**config.mk**
```make
export PLATFORM = sky130hd
export DESIGN_NAME = change_dispenser
export DESIGN_NICKNAME = d
export VERILOG_FILES = /design/src/rtl/change_dispenser.sv
export SDC_FILE = /design/constraint.sdc
export NUM_CORES = 1
export LEC_CHECK = 0
export BUFFER_PORTS_ARGS = -buffer_cell sky130_fd_sc_hd__buf_4
export CAP_MARGIN = 20
export CORE_AREA = 3 3 76 78
export CTS_CLUSTER_DIAMETER = 30
export CTS_CLUSTER_SIZE = 20
export DETAILED_ROUTE_END_ITERATION = 10
export DIE_AREA = 0 0 79 81
export PLACE_DENSITY = 0.75
export SLEW_MARGIN = 20
export SYNTH_ARGS = -nofsm -noshare
export SYNTH_HDL_FRONTEND = slang
export SYNTH_SLANG_ARGS = --single-unit
```
**constraint.sdc**
```tcl
create_clock -name clk -period 2.1 [get_ports clk]
set_input_delay 0.42 -clock clk [delete_from_list [all_inputs] [get_ports clk]]
set_output_delay 0.42 -clock clk [all_outputs]
set_load 0.01 [all_outputs]
```
**src/rtl/change_dispenser.sv**
```systemverilog
// Pays out a cents amount greedily (quarter, dime, nickel) through a valid/ready
// coin ejector handshake, tracking per-coin stock and reporting done/fail.
module change_dispenser #(
    parameter int Q_STOCK = 20,
    parameter int D_STOCK = 20,
    parameter int N_STOCK = 20,
    parameter int STOCK_W = 6
) (
    input  logic               clk,
    input  logic               rst_n,
    input  logic               start,
    input  logic [6:0]         amount,
    input  logic               refill,
    output logic               busy,
    output logic               done,
    output logic               fail,
    output logic [1:0]         fail_code,
    output logic [6:0]         remaining,
    output logic               coin_valid,
    output logic [1:0]         coin_type,
    input  logic               coin_ready,
    output logic [STOCK_W-1:0] q_cnt,
    output logic [STOCK_W-1:0] d_cnt,
    output logic [STOCK_W-1:0] n_cnt
);

    // state  | meaning
    // IDLE   | waiting for start, honours refill
    // CHECK  | reject amounts that are not a multiple of 5
    // SELECT | pick the largest coin that fits and is in stock
    // EJECT  | hold coin request until the mechanism takes it
    // DONE   | one-cycle done pulse
    // FAIL   | one-cycle fail pulse
    typedef enum logic [2:0] {
        S_IDLE, S_CHECK, S_SELECT, S_EJECT, S_DONE, S_FAIL
    } state_t;

    localparam logic [1:0] COIN_N = 2'b00;
    localparam logic [1:0] COIN_D = 2'b01;
    localparam logic [1:0] COIN_Q = 2'b10;
    localparam logic [1:0] CODE_NONE  = 2'b00;
    localparam logic [1:0] CODE_MOD5  = 2'b01;
    localparam logic [1:0] CODE_STOCK = 2'b10;
    localparam logic [STOCK_W-1:0] Q_INIT  = STOCK_W'(Q_STOCK);
    localparam logic [STOCK_W-1:0] D_INIT  = STOCK_W'(D_STOCK);
    localparam logic [STOCK_W-1:0] N_INIT  = STOCK_W'(N_STOCK);
    localparam logic [STOCK_W-1:0] ONE     = STOCK_W'(1);
    localparam logic [STOCK_W-1:0] ZERO    = '0;

    state_t             state_q, state_d;
    logic               busy_q, busy_d;
    logic               done_q, done_d;
    logic               fail_q, fail_d;
    logic [1:0]         fail_code_q, fail_code_d;
    logic [6:0]         remaining_q, remaining_d;
    logic               coin_valid_q, coin_valid_d;
    logic [1:0]         coin_type_q, coin_type_d;
    logic [STOCK_W-1:0] q_cnt_q, q_cnt_d;
    logic [STOCK_W-1:0] d_cnt_q, d_cnt_d;
    logic [STOCK_W-1:0] n_cnt_q, n_cnt_d;

    always_ff @(posedge clk or negedge rst_n) begin
        if (!rst_n) begin
            state_q      <= S_IDLE;
            busy_q       <= 1'b0;
            done_q       <= 1'b0;
            fail_q       <= 1'b0;
            fail_code_q  <= CODE_NONE;
            remaining_q  <= 7'd0;
            coin_valid_q <= 1'b0;
            coin_type_q  <= COIN_N;
            q_cnt_q      <= Q_INIT;
            d_cnt_q      <= D_INIT;
            n_cnt_q      <= N_INIT;
        end else begin
            state_q      <= state_d;
            busy_q       <= busy_d;
            done_q       <= done_d;
            fail_q       <= fail_d;
            fail_code_q  <= fail_code_d;
            remaining_q  <= remaining_d;
            coin_valid_q <= coin_valid_d;
            coin_type_q  <= coin_type_d;
            q_cnt_q      <= q_cnt_d;
            d_cnt_q      <= d_cnt_d;
            n_cnt_q      <= n_cnt_d;
        end
    end

    always_comb begin
        state_d      = state_q;
        busy_d       = busy_q;
        done_d       = 1'b0;
        fail_d       = 1'b0;
        fail_code_d  = fail_code_q;
        remaining_d  = remaining_q;
        coin_valid_d = coin_valid_q;
        coin_type_d  = coin_type_q;
        q_cnt_d      = q_cnt_q;
        d_cnt_d      = d_cnt_q;
        n_cnt_d      = n_cnt_q;

        case (state_q)
            S_IDLE: begin
                if (refill) begin
                    q_cnt_d = Q_INIT;
                    d_cnt_d = D_INIT;
                    n_cnt_d = N_INIT;
                end
                if (start) begin
                    remaining_d = amount;
                    busy_d      = 1'b1;
                    fail_code_d = CODE_NONE;
                    state_d     = S_CHECK;
                end
            end
            S_CHECK: begin
                // remaining still holds the captured amount here
                if ((remaining_q % 7'd5) != 7'd0) begin
                    fail_d      = 1'b1;
                    fail_code_d = CODE_MOD5;
                    state_d     = S_FAIL;
                end else if (remaining_q == 7'd0) begin
                    done_d  = 1'b1;
                    state_d = S_DONE;
                end else begin
                    state_d = S_SELECT;
                end
            end
            S_SELECT: begin
                if (remaining_q == 7'd0) begin
                    done_d  = 1'b1;
                    state_d = S_DONE;
                end else if (remaining_q >= 7'd25 && q_cnt_q != ZERO) begin
                    coin_type_d  = COIN_Q;
                    coin_valid_d = 1'b1;
                    state_d      = S_EJECT;
                end else if (remaining_q >= 7'd10 && d_cnt_q != ZERO) begin
                    coin_type_d  = COIN_D;
                    coin_valid_d = 1'b1;
                    state_d      = S_EJECT;
                end else if (remaining_q >= 7'd5 && n_cnt_q != ZERO) begin
                    coin_type_d  = COIN_N;
                    coin_valid_d = 1'b1;
                    state_d      = S_EJECT;
                end else begin
                    fail_d      = 1'b1;
                    fail_code_d = CODE_STOCK;
                    state_d     = S_FAIL;
                end
            end
            S_EJECT: begin
                if (coin_ready) begin
                    coin_valid_d = 1'b0;
                    state_d      = S_SELECT;
                    case (coin_type_q)
                        COIN_Q: begin
                            q_cnt_d     = q_cnt_q - ONE;
                            remaining_d = remaining_q - 7'd25;
                        end
                        COIN_D: begin
                            d_cnt_d     = d_cnt_q - ONE;
                            remaining_d = remaining_q - 7'd10;
                        end
                        COIN_N: begin
                            n_cnt_d     = n_cnt_q - ONE;
                            remaining_d = remaining_q - 7'd5;
                        end
                        default: ;
                    endcase
                end
            end
            S_DONE: begin
                busy_d  = 1'b0;
                state_d = S_IDLE;
            end
            S_FAIL: begin
                busy_d  = 1'b0;
                state_d = S_IDLE;
            end
            default: state_d = S_IDLE;
        endcase
    end

    assign busy       = busy_q;
    assign done       = done_q;
    assign fail       = fail_q;
    assign fail_code  = fail_code_q;
    assign remaining  = remaining_q;
    assign coin_valid = coin_valid_q;
    assign coin_type  = coin_type_q;
    assign q_cnt      = q_cnt_q;
    assign d_cnt      = d_cnt_q;
    assign n_cnt      = n_cnt_q;

endmodule
```
After elaboration in Yosys (flattened, before gate mapping). Index checks and enable logic that the tools add are counted.

Multiply operators: 0. Divide/modulo/power cells: 1. Magnitude comparators: 3. Add/subtract/negate cells: 6. Shifts and indexed selects: 0. Equal/unequal tests: 20. Bitwise logic cells: 1. Muxes and demuxes: 50. Reductions and logical operators: 25.

Operators by type and width (count): $mux 6 (7); $pmux 6 s2 (3); $mux 3 (8); $pmux 7 s3 (1); $reduce_and 4->1 (5); $mux 2 (9); $ne 2x2->1 const B (9); $reduce_bool 6->1 (3); $sub 6x1->6 const B (3); $mux 7 (2); $pmux 7 s2 (1); $mux 1 (13); $pmux 3 s4 (1); $pmux 1 s2 (4); $ge 7x3->1 const B (1); $ge 7x4->1 const B (1); $ge 7x5->1 const B (1); $logic_not 7->1 (1); $mod 7x3->7 const B (1); $reduce_and 7->1 (1); $reduce_bool 7->1 (1); $sub 7x3->7 const B (1); $sub 7x4->7 const B (1); $sub 7x5->7 const B (1); other kinds (18) (27).

Memories kept: 0. Memory bits (read-only): 0. RAM bits: 0. Bits in registers: 36. Latch bits: 0. Word-level logic and storage cells: 117.

Logic depth before layout (Yosys ltp). Gate-level depths: netlist of the first run.

Depth after elaboration: 7. Depth in mapped cells: 10.

Worst setup path after synthesis of the first run. Ideal clock, no wire load.

Kind: register to register. From: register remaining_q[1], in the netlist remaining[1]. To: register fail_code_q[1], in the netlist fail_code[1]. Data required time: 2023 ps. Library setup time: 77 ps. Arrival: 2304 ps. Buffers on the path: 0. Setup slack: -281 ps. Stages on the path, launching flop included: 10. Path through: dfrtp_1 > inv_1 > ha_1 > a2111oi_2 > a22oi_1 > a221oi_2 > o21ai_1 > nor2b_1 > a41o_1 > a21oi_1.

Word-level cells in the longest chain between the ends: 4. Elaborated cells between the ends (all ways): 15.

RTL lines: start: declaration (line 55) `logic [6:0] remaining_q, remaining_d;`; start signal: assignment (line 81) `remaining_q <= remaining_d;`; $mod 7x3->7 (tied with other cells) (line 119) `if ((remaining_q % 7'd5) != 7'd0) begin`; $reduce_bool 7->1 (tied with other cells) (line 119); $ne 2x2->1 (no line); $reduce_and 7->1 (no line) *; end signal: assignment (line 80) `fail_code_q <= fail_code_d;`; end: declaration (line 54) `logic [1:0] fail_code_q, fail_code_d;`.

Mark *: on every way between the ends. The rest lies on a longest branch, timed or not. A chain may end at the register's enable or synchronous reset.

Worst setup path in the final report of the first run.
From: register remaining_q[2], in the netlist remaining[2]. To: register state_q[2].

Word-level cells in the longest chain between the ends: 7. Elaborated cells between the ends (all ways): 16.

RTL lines: parallel branches: the longest is 6 deep, another holds $mod 7x3->7; $pmux 3 s4 * (line 103) `case (state_q)`; end signal: assignment (line 76) `state_q <= state_d;`; end: declaration (line 50) `state_t state_q, state_d;`.

Every way passes the cells marked *.

==> run_results.csv, run 1 <==
group,metric,value,unit
global_route,grt_util_all_layers,25.40,%
outcome,violations,"negative setup slack",
floorplan,die_w,79,um
clock_tree,cts_buffers,5,
sta,post-route-period-util,103.3,%
power,vdd_drop_max,0.8766,mV
synthesis,netlist_top_cells_area,"dfrtp_1, ha_1, dfstp_2",
synthesis,yosys_warnings,0,
synthesis,post-synth-top-area-cell,"dfrtp_1",
layout,postLayoutCoreUtil,72.20,%
layout,final_cell_mix,"buf_4, nand2_1, nor2_1, a21oi_1, dfrtp_1",
routing,drc_errors,0,
layout,finalInstanceArea,3711,um2
global_route,grt_pass1_wl,12790,um
global_route,grt_max_degree,37,
worst_setup_path,rr_startpoint,"remaining[2]$_DFFE_PN0P_",
synthesis,synthDistinctLibCells,60,
global_route,antenna_found_initial,0,
worst_setup_path,critPathRequiredTime,2.32,ns
place,dp_hpwl,5779,um
synthesis,synth-async-reset-ratio,100.0,%
floorplan,die_h,81,um
synthesis,syn_inst,312,
sta,whs,0.06352,ns
synthesis,synth_area,2639,um2
hold_path,min_path_type,"primary input to async pin",
power,p_leak,1.654,nW
place,place_congestion,0.9596,
worst_setup_path,critPathLaunchType,"flip-flop",
layout,drive_above_1_share,38.54,%
sta,setup_viol,5,
place,port_buffers,44,
clock_tree,cts_root_buffer,"clkbuf_8",
outcome,status,"complete, but fails checks",
routing,detail-route-antenna-nets,0,
routing,drt_iter0_markers,210,
power,power,6.386,mW
synthesis,ys_ff_latch,36,
worst_setup_path,cp_max_fo,6,
routing,via_per_inst,5.831,
sta,fin_ws,-0.06927,ns
power,power_density,1721,nW/um2
synthesis,synth_seq_area_share,34.42,%
synthesis,postSynthAreaPerCell,8.458,um2
floorplan,rows,26,
floorplan,ios,45,
routing,vias,2799,
clock_tree,ctsLongestPathBuffers,2,
synthesis,synth_edf_count,0,
layout,area_delta_synth_final,40.64,%
global_route,grt_pass1_vias,2612,
worst_setup_path,arrival,2.39,ns
sta,grt_setup_unrepaired,"true",
clock_tree,ctsHtreeMaxLevel,2,
floorplan,initial_utilization,51.34,%
routing,routedWlPerCell,16.36,um
sta,skew,0.007942,ns
floorplan,core,5140,um2
sta,slew_violations,0,
layout,final_common_cell,"buf_4",
clock_tree,clk_latency,0.30,ns
clock_tree,cts_tree,"built",
worst_setup_path,startpoint,"remaining[2]$_DFFE_PN0P_",
sta,fmax,461.0,MHz
clock_tree,clock-sinks,36,
place,placed_area,3417,um2
synthesis,synth_top_area_share,28.45,%
sta,tightest_slew,0.4593,ns
synthesis,syn_nets,341,
clock_tree,clkTransAtPathRegs,0.08,ns
layout,diodes,0,
worst_setup_path,critPathCaptureType,"flip-flop",
sta,hold_viol,0,
global_route,gr-total-overflow,0,
job,maxCapViolCount,0,
sta,maxSlewHeadroom,69.10,%
sta,timing.final.crit_period,2.169,ns
floorplan,dieArea,6399,um2
layout,nets,438,
worst_setup_path,path_class,"flip-flop to flip-flop",
synthesis,synth_flop_cell,"dfrtp_1",
routing,firstDrtPassIters,6,
routing,drt-total-wl,7852,um
## metal layers
metal | GRT usage [%] | vias to the layer above | part of all wire [%]
met5 | 0 | - | 0
met3 | 4.878 | 23 | 7.9
met4 | 9.622 | 0 | 2.4
li1 | - | 1350 | -
met1 | 32.89 | 1310 | 40
met2 | 42.17 | 116 | 50
## metrics by stage
step | worst slack, ns | setup TNS (ns) | instances
finish | -0.06927 | -0.1859 | 480
global route | -0.1667 | -0.8784 | 480
CTS | 0.0001881 | 0 | 472
detailed placement | -0.1296 | -0.6564 | 463
global placement | -0.0008604 | -0.0008604 | 463
floorplan | -0.1101 | -0.2049 | 312
## logic make-up after synthesis
logic type / synth area share, %
flops: 34.42
buf+inv: 5.405
simple gates: 21.05
xor+xnor: 4.979
fa+ha+maj: 8.061
compound gates: 26.08
## Yosys cell counts, drive strengths merged (2+ instances only)
cell type / number
xnor2: 8
inv: 18
xor2: 7
o211ai: 6
nand2: 33
buf: 5
nand3b: 2
nor2b: 4
nand3: 6
o22a: 3
o2111ai: 2
ha: 17
nand2b: 3
a21o: 3
a221oi: 4
nand4b: 2
or4: 2
and3: 3
nor2: 25
clkbuf: 11
a22o: 2
o31ai: 4
dfstp: 6
o22ai: 7
a21oi: 26
or3: 5
nor4: 5
a211oi: 4
nand4: 3
nor3: 13
o21ai: 18
a21boi: 2
o2bb2ai: 2
dfrtp: 30
o221ai: 4
## worst max-delay path: stages (launching register included)
cell and delay, ns:
dfrtp_2 0.47, inv_4 0.11, ha_4 0.13, nand2b_4 0.12, nand4b_1 0.12, o211ai_1 0.18, o41ai_2 0.32, o311ai_2 0.22
and3_1 0.22, o221ai_1 0.17
## where the power goes
| part | leakage (nW) | internal, mW | total (mW) | switching [mW] |
|---|---|---|---|---|
| registers | 0.439 | 1.03 | 1.38 | 0.352 |
| logic | 1.17 | 2.16 | 4.49 | 2.33 |
| clock network | 0.0479 | 0.231 | 0.513 | 0.281 |
| total | 1.65 | 3.42 | 6.39 | 2.96 |
## path summary, 6_finish.rpt
kind	end	slack, ns	cells past startpoint
worst min register to register	fail_code[0]$_DFFE_PN0P_	0.52	1
worst max-delay path	state_q[2]$_DFFE_PN0P_	-0.07	9
worst max register to register	state_q[2]$_DFFE_PN0P_	-0.07	9
worst min-delay path	q_cnt[3]$_DFFE_PN0P_	0.06	1
min in group clk	state_q[0]$_DFFE_PN0P_	0.35	2
max in group asynchronous	remaining[5]$_DFFE_PN0P_	1.68	1
## state kept, by name, summed over array words and instances, names as in the netlist
signal      count
fail            1
remaining       7
state_q         3
coin_type       2
d_cnt           6
done            1
busy            1
n_cnt           6
coin_valid      1
fail_code       2
q_cnt           6
## what timing repair did
item / in CTS / in global routing
hold buffers: 0 / 0
setup endpoints to repair: 7 / 15
gates resized for setup: 7 / 29
gates cloned: 0 / 0
buffers inserted: 1 / 8
pin swaps: 1 / 4
endpoints found under the hold margin: 0 / 0
## cell type report
| cell class | instances | area, um2 |
|---|---|---|
| clock buffers | 5 | 68.82 |
| clock inverters | 3 | 18.77 |
| fillers | 408 | 1429 |
| inverters | 19 | 76.32 |
| multi-input cells | 241 | 1728 |
| flip-flops and latches | 36 | 915.9 |
| well taps | 70 | 87.58 |
| repair buffers | 106 | 815.8 |
Power figures use the tool's default switching activity.
==> inputs of run 2 (changes only) <==
ABC_AREA = 1   (was unset)
CORE_AREA = 3 3 77 79   (was 3 3 76 78)
DIE_AREA = 0 0 80 82   (was 0 0 79 81)
PLACE_DENSITY = 0.74   (was 0.75)
RECOVER_POWER = 100   (was unset)
==> run 2 against run 1 <==
  * The flow still finishes with violations (negative setup slack)
  * Combinational power about the same
  * Highest routed layer unchanged
  * Design area down 4.7%
  * Critical path depth up 11
  * Area after synthesis up 0.43%
  * Routed wire length down 13%
  * Fmax down 1.9%
  * Cell count up 8.3%
  * Largest power group unchanged
  * Die area up 2.5%
  * Sequential power down 6%
  * Sequential share of layout area up 1.1 points
==> run_results.csv, run 2 <==
group,metric,value,unit
synthesis,netlist_top_cells_area,"dfrtp_1, nand2_1, ha_1",
layout,largest_reg_flops,7,
sta,setup_viol,7,
worst_setup_path,path_class,"flip-flop to flip-flop",
synthesis,synthDistinctLibCells,47,
worst_setup_path,rr_startpoint,"remaining[1]$_DFFE_PN0P_",
synthesis,syn_nets,388,
synthesis,synth_flop_cell,"dfrtp_1",
power,p_comb_share,71.3,%
floorplan,initial_utilization,49.03,%
sta,fin_ws,-0.1107,ns
clock_tree,ctsLongestPathBuffers,2,
floorplan,core,5405,um2
layout,area_delta_synth_final,33.47,%
worst_setup_path,startpoint,"remaining[1]$_DFFE_PN0P_",
power,vdd_drop_max,0.9098,mV
sta,tightest_slew,0.9351,ns
clock_tree,cts_tree,"built",
layout,final_common_cell,"buf_4",
floorplan,rows,27,
synthesis,synth_area,2650,um2
sta,timing.final.crit_period,2.211,ns
worst_setup_path,slowest_stage,"dfrtp_1",
sta,skew,0.003121,ns
layout,finalInstanceArea,3537,um2
layout,nets,476,
synthesis,post-synth-top-area-cell,"dfrtp_1",
synthesis,syn_inst,359,
floorplan,dieArea,6560,um2
synthesis,synth_common_cells,"nand2_1, inv_1, nor2_1",
routing,firstDrtPassIters,4,
sta,fmax,452.3,MHz
layout,final_cell_mix,"buf_4, nand2_1, inv_1",
worst_setup_path,critPathRequiredTime,2.29,ns
routing,vias,2704,
synthesis,yosys_warnings,0,
outcome,violations,"negative setup slack",
worst_setup_path,cp_num_buf_inv,1,
sta,maxSlewHeadroom,37.66,%
global_route,antenna_found_initial,0,
routing,drc_errors,0,
clock_tree,cts_buffers,5,
clock_tree,clk_latency,0.30,ns
layout,drive_above_1_share,29.91,%
synthesis,ys_ff_latch,36,
global_route,grt_util_all_layers,22.67,%
sta,slew_violations,0,
power,switching_share,50.12,%
layout,postLayoutCoreUtil,65.44,%
place,dp_hpwl,5098,um
power,seq_power_share,20.6,%
place,placed_area,3292,um2
synthesis,synth_seq_area_share,34.28,%
power,p_leak,1.720,nW
worst_setup_path,critPathCaptureType,"flip-flop",
power,power_density,1777,nW/um2
power,p_clk_share,8.1,%
global_route,grt_max_degree,37,
worst_setup_path,cp_max_fo,5,
global_route,gr-total-overflow,0,
routing,drt-total-wl,6843,um
sta,whs,0.2504,ns
worst_setup_path,critPathLaunchType,"flip-flop",
routing,via_per_inst,5.200,
worst_setup_path,arrival,2.40,ns
worst_setup_path,crit_family,"simple AND/OR/NAND/NOR gates",
clock_tree,cts_root_buffer,"clkbuf_8",
floorplan,die_h,82,um
worst_setup_path,path_common_cell,"nand2_1",
clock_tree,ctsHoldBuffers,0,
sta,post-route-period-util,105.3,%
power,p_int,3.135,mW
power,p_switching,3.149,mW
clock_tree,clock-sinks,36,
synthesis,synth_edf_count,0,
outcome,status,"complete, but fails checks",
clock_tree,clkTransAtPathRegs,0.08,ns
sta,hold_viol,0,
sta,grt_setup_unrepaired,"true",
synthesis,synth-async-reset-ratio,100.0,%
place,port_buffers,44,
worst_setup_path,slowest_delay,0.40,ns
global_route,grt_pass1_wl,11670,um
power,power,6.284,mW
synthesis,synth_most_common_cell,"nand2_1",
floorplan,die_w,80,um
routing,drt_iter0_markers,161,
routing,detail-route-antenna-nets,0,
global_route,grt_pass1_vias,2557,
clock_tree,ctsHtreeMaxLevel,2,
job,maxCapViolCount,0,
floorplan,ios,45,
routing,routedWlPerCell,13.16,um
synthesis,postSynthAreaPerCell,7.382,um2
synthesis,synth_top_area_share,28.33,%
hold_path,min_path_type,"primary input to async pin",
sta,finalSetupTns,-0.6094,ns
layout,diodes,0,
place,place_congestion,0.8841,
worst_setup_path,crit_chain,"inv_2 -> ha_4 -> nand3_2 -> nand2_1 -> nand2_1 -> nand2_1 -> nand2_2 -> o21ai_4 -> nand2_2 -> nand2_4 -> nand3_4 -> nand2_4 -> nand3_4 -> nand2_2 -> nand2_1 -> nand2_2 -> and2_4 -> nand2_1 -> nand2_1 -> nand2_1",
run 2: changes by cell type in the layout (fill, tap and decap cells not counted), moves of 7 or more:
| cell | change |
|---|---|
| inv_1 | +26 |
| inv_2 | +10 |
| xnor2_1 | -7 |
| clkbuf_1 | +23 |
| nand2_1 | +27 |
| nor2_1 | +9 |
| a21oi_1 | -10 |
| buf_4 | -38 |
| nor3_1 | -9 |
| nand2_2 | +11 |
| nand3_1 | +16 |
| o21ai_0 | +13 |
run 2: final cells by class:
cell class              instances  area, um2
multi-input cells             261       1648
fillers                       474       1868
clock buffers                   7      76.32
well taps                      72      90.09
flip-flops and latches         36      910.9
inverters                      56      231.5
repair buffers                 87      571.8
clock inverters                 1      8.758
run 2: worst paths after layout:
path                                                 end  slack [ns]  depth (start not counted)
worst min register to register  fail_code[1]$_DFFE_PN0P_        0.49                          2
worst max-delay path                      fail$_DFF_PN0_       -0.11                         20
min in group clk                        busy$_DFFE_PN0P_        0.33                          3
worst min-delay path            remaining[5]$_DFFE_PN0P_        0.25                          1
worst max register to register            fail$_DFF_PN0_       -0.11                         20
max in group asynchronous       remaining[0]$_DFFE_PN0P_        1.21                          1
run 2: logic make-up (layout without fill, tap and decap cells):
group,after synthesis,after routing,synth area share (%)
simple gates,164,164,28.99
compound gates,74,74,16.53
buf+inv,62,151,10.20
flops,36,36,34.28
fa+ha+maj,17,17,8.026
xor+xnor,6,6,1.983
run 2: metal layers:
metal	vias to the layer above	part of all wire (%)	track usage (%)	wire length [um]
met2	67	50	39.16	3403
li1	1370	-	-	-
met5	-	0	0	0
met4	0	1.6	6.757	112
met3	10	5.1	4.715	351
met1	1257	43	28.56	2975
run 2: worst reg2reg max path: stages, from the launching register on:
cell	delay [ns]
dfrtp_1	0.40
inv_2	0.12
ha_4	0.15
nand3_2	0.08
nand2_1	0.07
nand2_1	0.05
nand2_1	0.07
nand2_2	0.07
o21ai_4	0.09
nand2_2	0.11
nand2_4	0.11
nand3_4	0.08
nand2_4	0.10
nand3_4	0.09
nand2_2	0.07
nand2_1	0.05
nand2_2	0.08
and2_4	0.15
nand2_1	0.04
nand2_1	0.07
nand2_1	0.06
run 2: timing repair:
action,in CTS,in global routing
hold endpoints to repair,0,0
pin swaps,11,6
buffers inserted,8,5
resized for setup,7,28
setup endpoints to repair,10,14
run 2: stage by stage:
step | std cells | setup WS, ns
3_5_place_dp | 499 | -0.1448
5_1_grt | 520 | -0.3288
3_3_place_gp | 499 | -0.07046
4_1_cts | 515 | -0.04956
6_report | 520 | -0.1107
2_1_floorplan | 359 | -0.1074
run 2: power groups by stage:
stage | logic (mW) | registers [mW] | clock network [mW]
2_1_floorplan | 2.56 | 1.40 | 0
3_3_place_gp | 3.82 | 1.32 | 0
3_5_place_dp | 3.92 | 1.32 | 0
4_1_cts | 4.16 | 1.31 | 0.519
5_1_grt | 5.01 | 1.35 | 0.549
6_report | 4.48 | 1.30 | 0.510
==> inputs of run 3 (changes only) <==
BUFFER_PORTS_ARGS = -buffer_cell sky130_fd_sc_hd__buf_2   (was -buffer_cell sky130_fd_sc_hd__buf_4)
CORE_AREA = 2 2 76 78   (was 3 3 77 79)
DIE_AREA = 0 0 78 80   (was 0 0 80 82)
SKIP_LAST_GASP = 1   (was unset)
==> run 3 against run 2 <==
  * The flow still finishes with violations (negative setup slack)
  * Utilization is 2.9 points lower
  * Worst setup slack better by 0.025 ns
  * Critical path depth is 2 lower
  * Global-route usage is 0.43 points lower
  * Critical path type unchanged
  * Largest power group unchanged
==> run_results.csv, run 3 (same netlist as run 2, synthesis figures left out) <==
group,metric,value,unit
worst_setup_path,path_class,"flip-flop to flip-flop",
routing,detail-route-antenna-nets,0,
floorplan,core,5405,um2
layout,nets,469,
worst_setup_path,reg2reg_depth,18,
outcome,status,"complete, but fails checks",
routing,routedWlPerCell,13.07,um
place,pre_cts_slack,-0.1472,ns
layout,largest_reg_flops,7,
floorplan,rows,27,
place,placed_area,3152,um2
sta,tightest_slew,0.9217,ns
global_route,grt_util_all_layers,22.24,%
outcome,violations,"negative setup slack",
worst_setup_path,cp_max_fo,5,
clock_tree,ctsLongestPathBuffers,2,
clock_tree,ctsHtreeMaxLevel,2,
clock_tree,cts_buffers,5,
routing,drt_iter0_markers,183,
global_route,grt_pass1_vias,2520,
global_route,grt_pass1_wl,11190,um
worst_setup_path,reg2reg_slack,-0.09,ns
layout,finalInstanceArea,3379,um2
worst_setup_path,critPathLaunchType,"flip-flop",
layout,diodes,0,
power,p_leak,1.655,nW
global_route,gr-total-overflow,0,
sta,grt_setup_unrepaired,"true",
routing,firstDrtPassIters,6,
place,port_buffers,44,
floorplan,dieArea,6240,um2
sta,fin_ws,-0.08526,ns
floorplan,die_h,80,um
power,power_density,1761,nW/um2
clock_tree,clock-sinks,36,
power,vdd_drop_max,0.7492,mV
worst_setup_path,regToRegEndpoint,"state_q[0]$_DFFE_PN0P_",
routing,drc_errors,0,
worst_setup_path,arrival,2.37,ns
worst_setup_path,critPathRequiredTime,2.28,ns
place,place_congestion,0.8610,
worst_setup_path,rr_startpoint,"remaining[1]$_DFFE_PN0P_",
sta,hold_viol,0,
clock_tree,cts_tree,"built",
place,dp_hpwl,5008,um
routing,vias,2694,
clock_tree,clk_latency,0.29,ns
sta,slew_violations,0,
floorplan,die_w,78,um
layout,postLayoutCoreUtil,62.52,%
global_route,grt_max_degree,37,
clock_tree,ctsHoldBuffers,0,
hold_path,min_path_type,"primary input to async pin",
layout,area_delta_synth_final,27.53,%
floorplan,initial_utilization,49.03,%
clock_tree,cts_root_buffer,"clkbuf_8",
global_route,antenna_found_initial,0,
job,maxCapViolCount,0,
layout,drive_above_1_share,27.44,%
sta,maxSlewHeadroom,38.55,%
routing,via_per_inst,5.251,
layout,final_common_cell,"nand2_1",
clock_tree,clkTransAtPathRegs,0.08,ns
sta,setup_viol,7,
sta,fmax,457.6,MHz
routing,drt-total-wl,6705,um
worst_setup_path,critPathCaptureType,"flip-flop",
floorplan,ios,45,
sta,timing.final.crit_period,2.185,ns
sta,skew,0.004330,ns
layout,final_cell_mix,"nand2_1, inv_1, buf_4",
sta,post-route-period-util,104.1,%
## run 3: area by class of cell
type / count / area [um2]
sequential: 36 / 909.6
multi-input combinational: 261 / 1600
clock inverter: 1 / 8.758
inverter: 56 / 231.5
timing repair buffer: 80 / 462.9
clock buffer: 7 / 76.32
fill: 502 / 2026
tap: 72 / 90.09
## run 3: how the worst max path moves through the flow
stage | startpoint | endpoint | slack [ns] | cells after the start
finish | remaining[1]$_DFFE_PN0P_ | state_q[0]$_DFFE_PN0P_ | -0.09 | 18
global route | remaining[1]$_DFFE_PN0P_ | fail_code[0]$_DFFE_PN0P_ | -0.30 | 19
CTS | remaining[2]$_DFFE_PN0P_ | state_q[2]$_DFFE_PN0P_ | -0.04 | 22
detailed placement | remaining[2]$_DFFE_PN0P_ | state_q[2]$_DFFE_PN0P_ | -0.15 | 21
global placement | remaining[2]$_DFFE_PN0P_ | fail$_DFF_PN0_ | -0.08 | 21
floorplan | remaining[2]$_DFFE_PN0P_ | state_q[2]$_DFFE_PN0P_ | -0.11 | 22
## run 3: what timing repair did
item                                    in CTS  in global routing
endpoints found under the hold margin        0                  0
pin swaps                                    9                  5
buffers inserted                             8                  2
endpoints found under the setup margin      10                 14
resized for setup                            6                 19
## run 3: report_power, final
| group | switching [mW] | internal (mW) |
|---|---|---|
| combinational | 2.45 | 1.71 |
| sequential | 0.290 | 1.00 |
| clock | 0.256 | 0.237 |
## run 3: metrics by stage
stage | power [mW] | TNS [ns] | cells | hold slack, ns
global route | 6.479 | -2.087 | 513 | 0.3265
finish | 5.951 | -0.4265 | 513 | 0.2576
CTS | 5.820 | -0.07883 | 511 | 0.2517
floorplan | 3.955 | -0.4990 | 359 | 0.1244
global placement | 4.931 | -0.4081 | 495 | 0.4691
detailed placement | 5.024 | -1.010 | 495 | 0.4779
## run 3: worst max-delay path, cell delays in order (launching register included)
cell and delay, ns:
dfrtp_1 0.40, inv_2 0.12, ha_4 0.14, inv_2 0.04, nand3_2 0.05, nand2_1 0.05, nand2_1 0.06, nand2_1 0.05
nand2_2 0.09, o21ai_4 0.07, nand2_2 0.11, nand2_4 0.07, nand2_1 0.08, xor2_1 0.19, nand3_1 0.11, nand2_2 0.11
nand4_2 0.14, nand2_1 0.11, nand2_1 0.05
## run 3: layer usage
metal,part of all wire (%),GRT usage [%]
met5,0,0
met4,0.88,4.035
met3,5.4,3.733
met2,49,39.91
met1,44,28.46
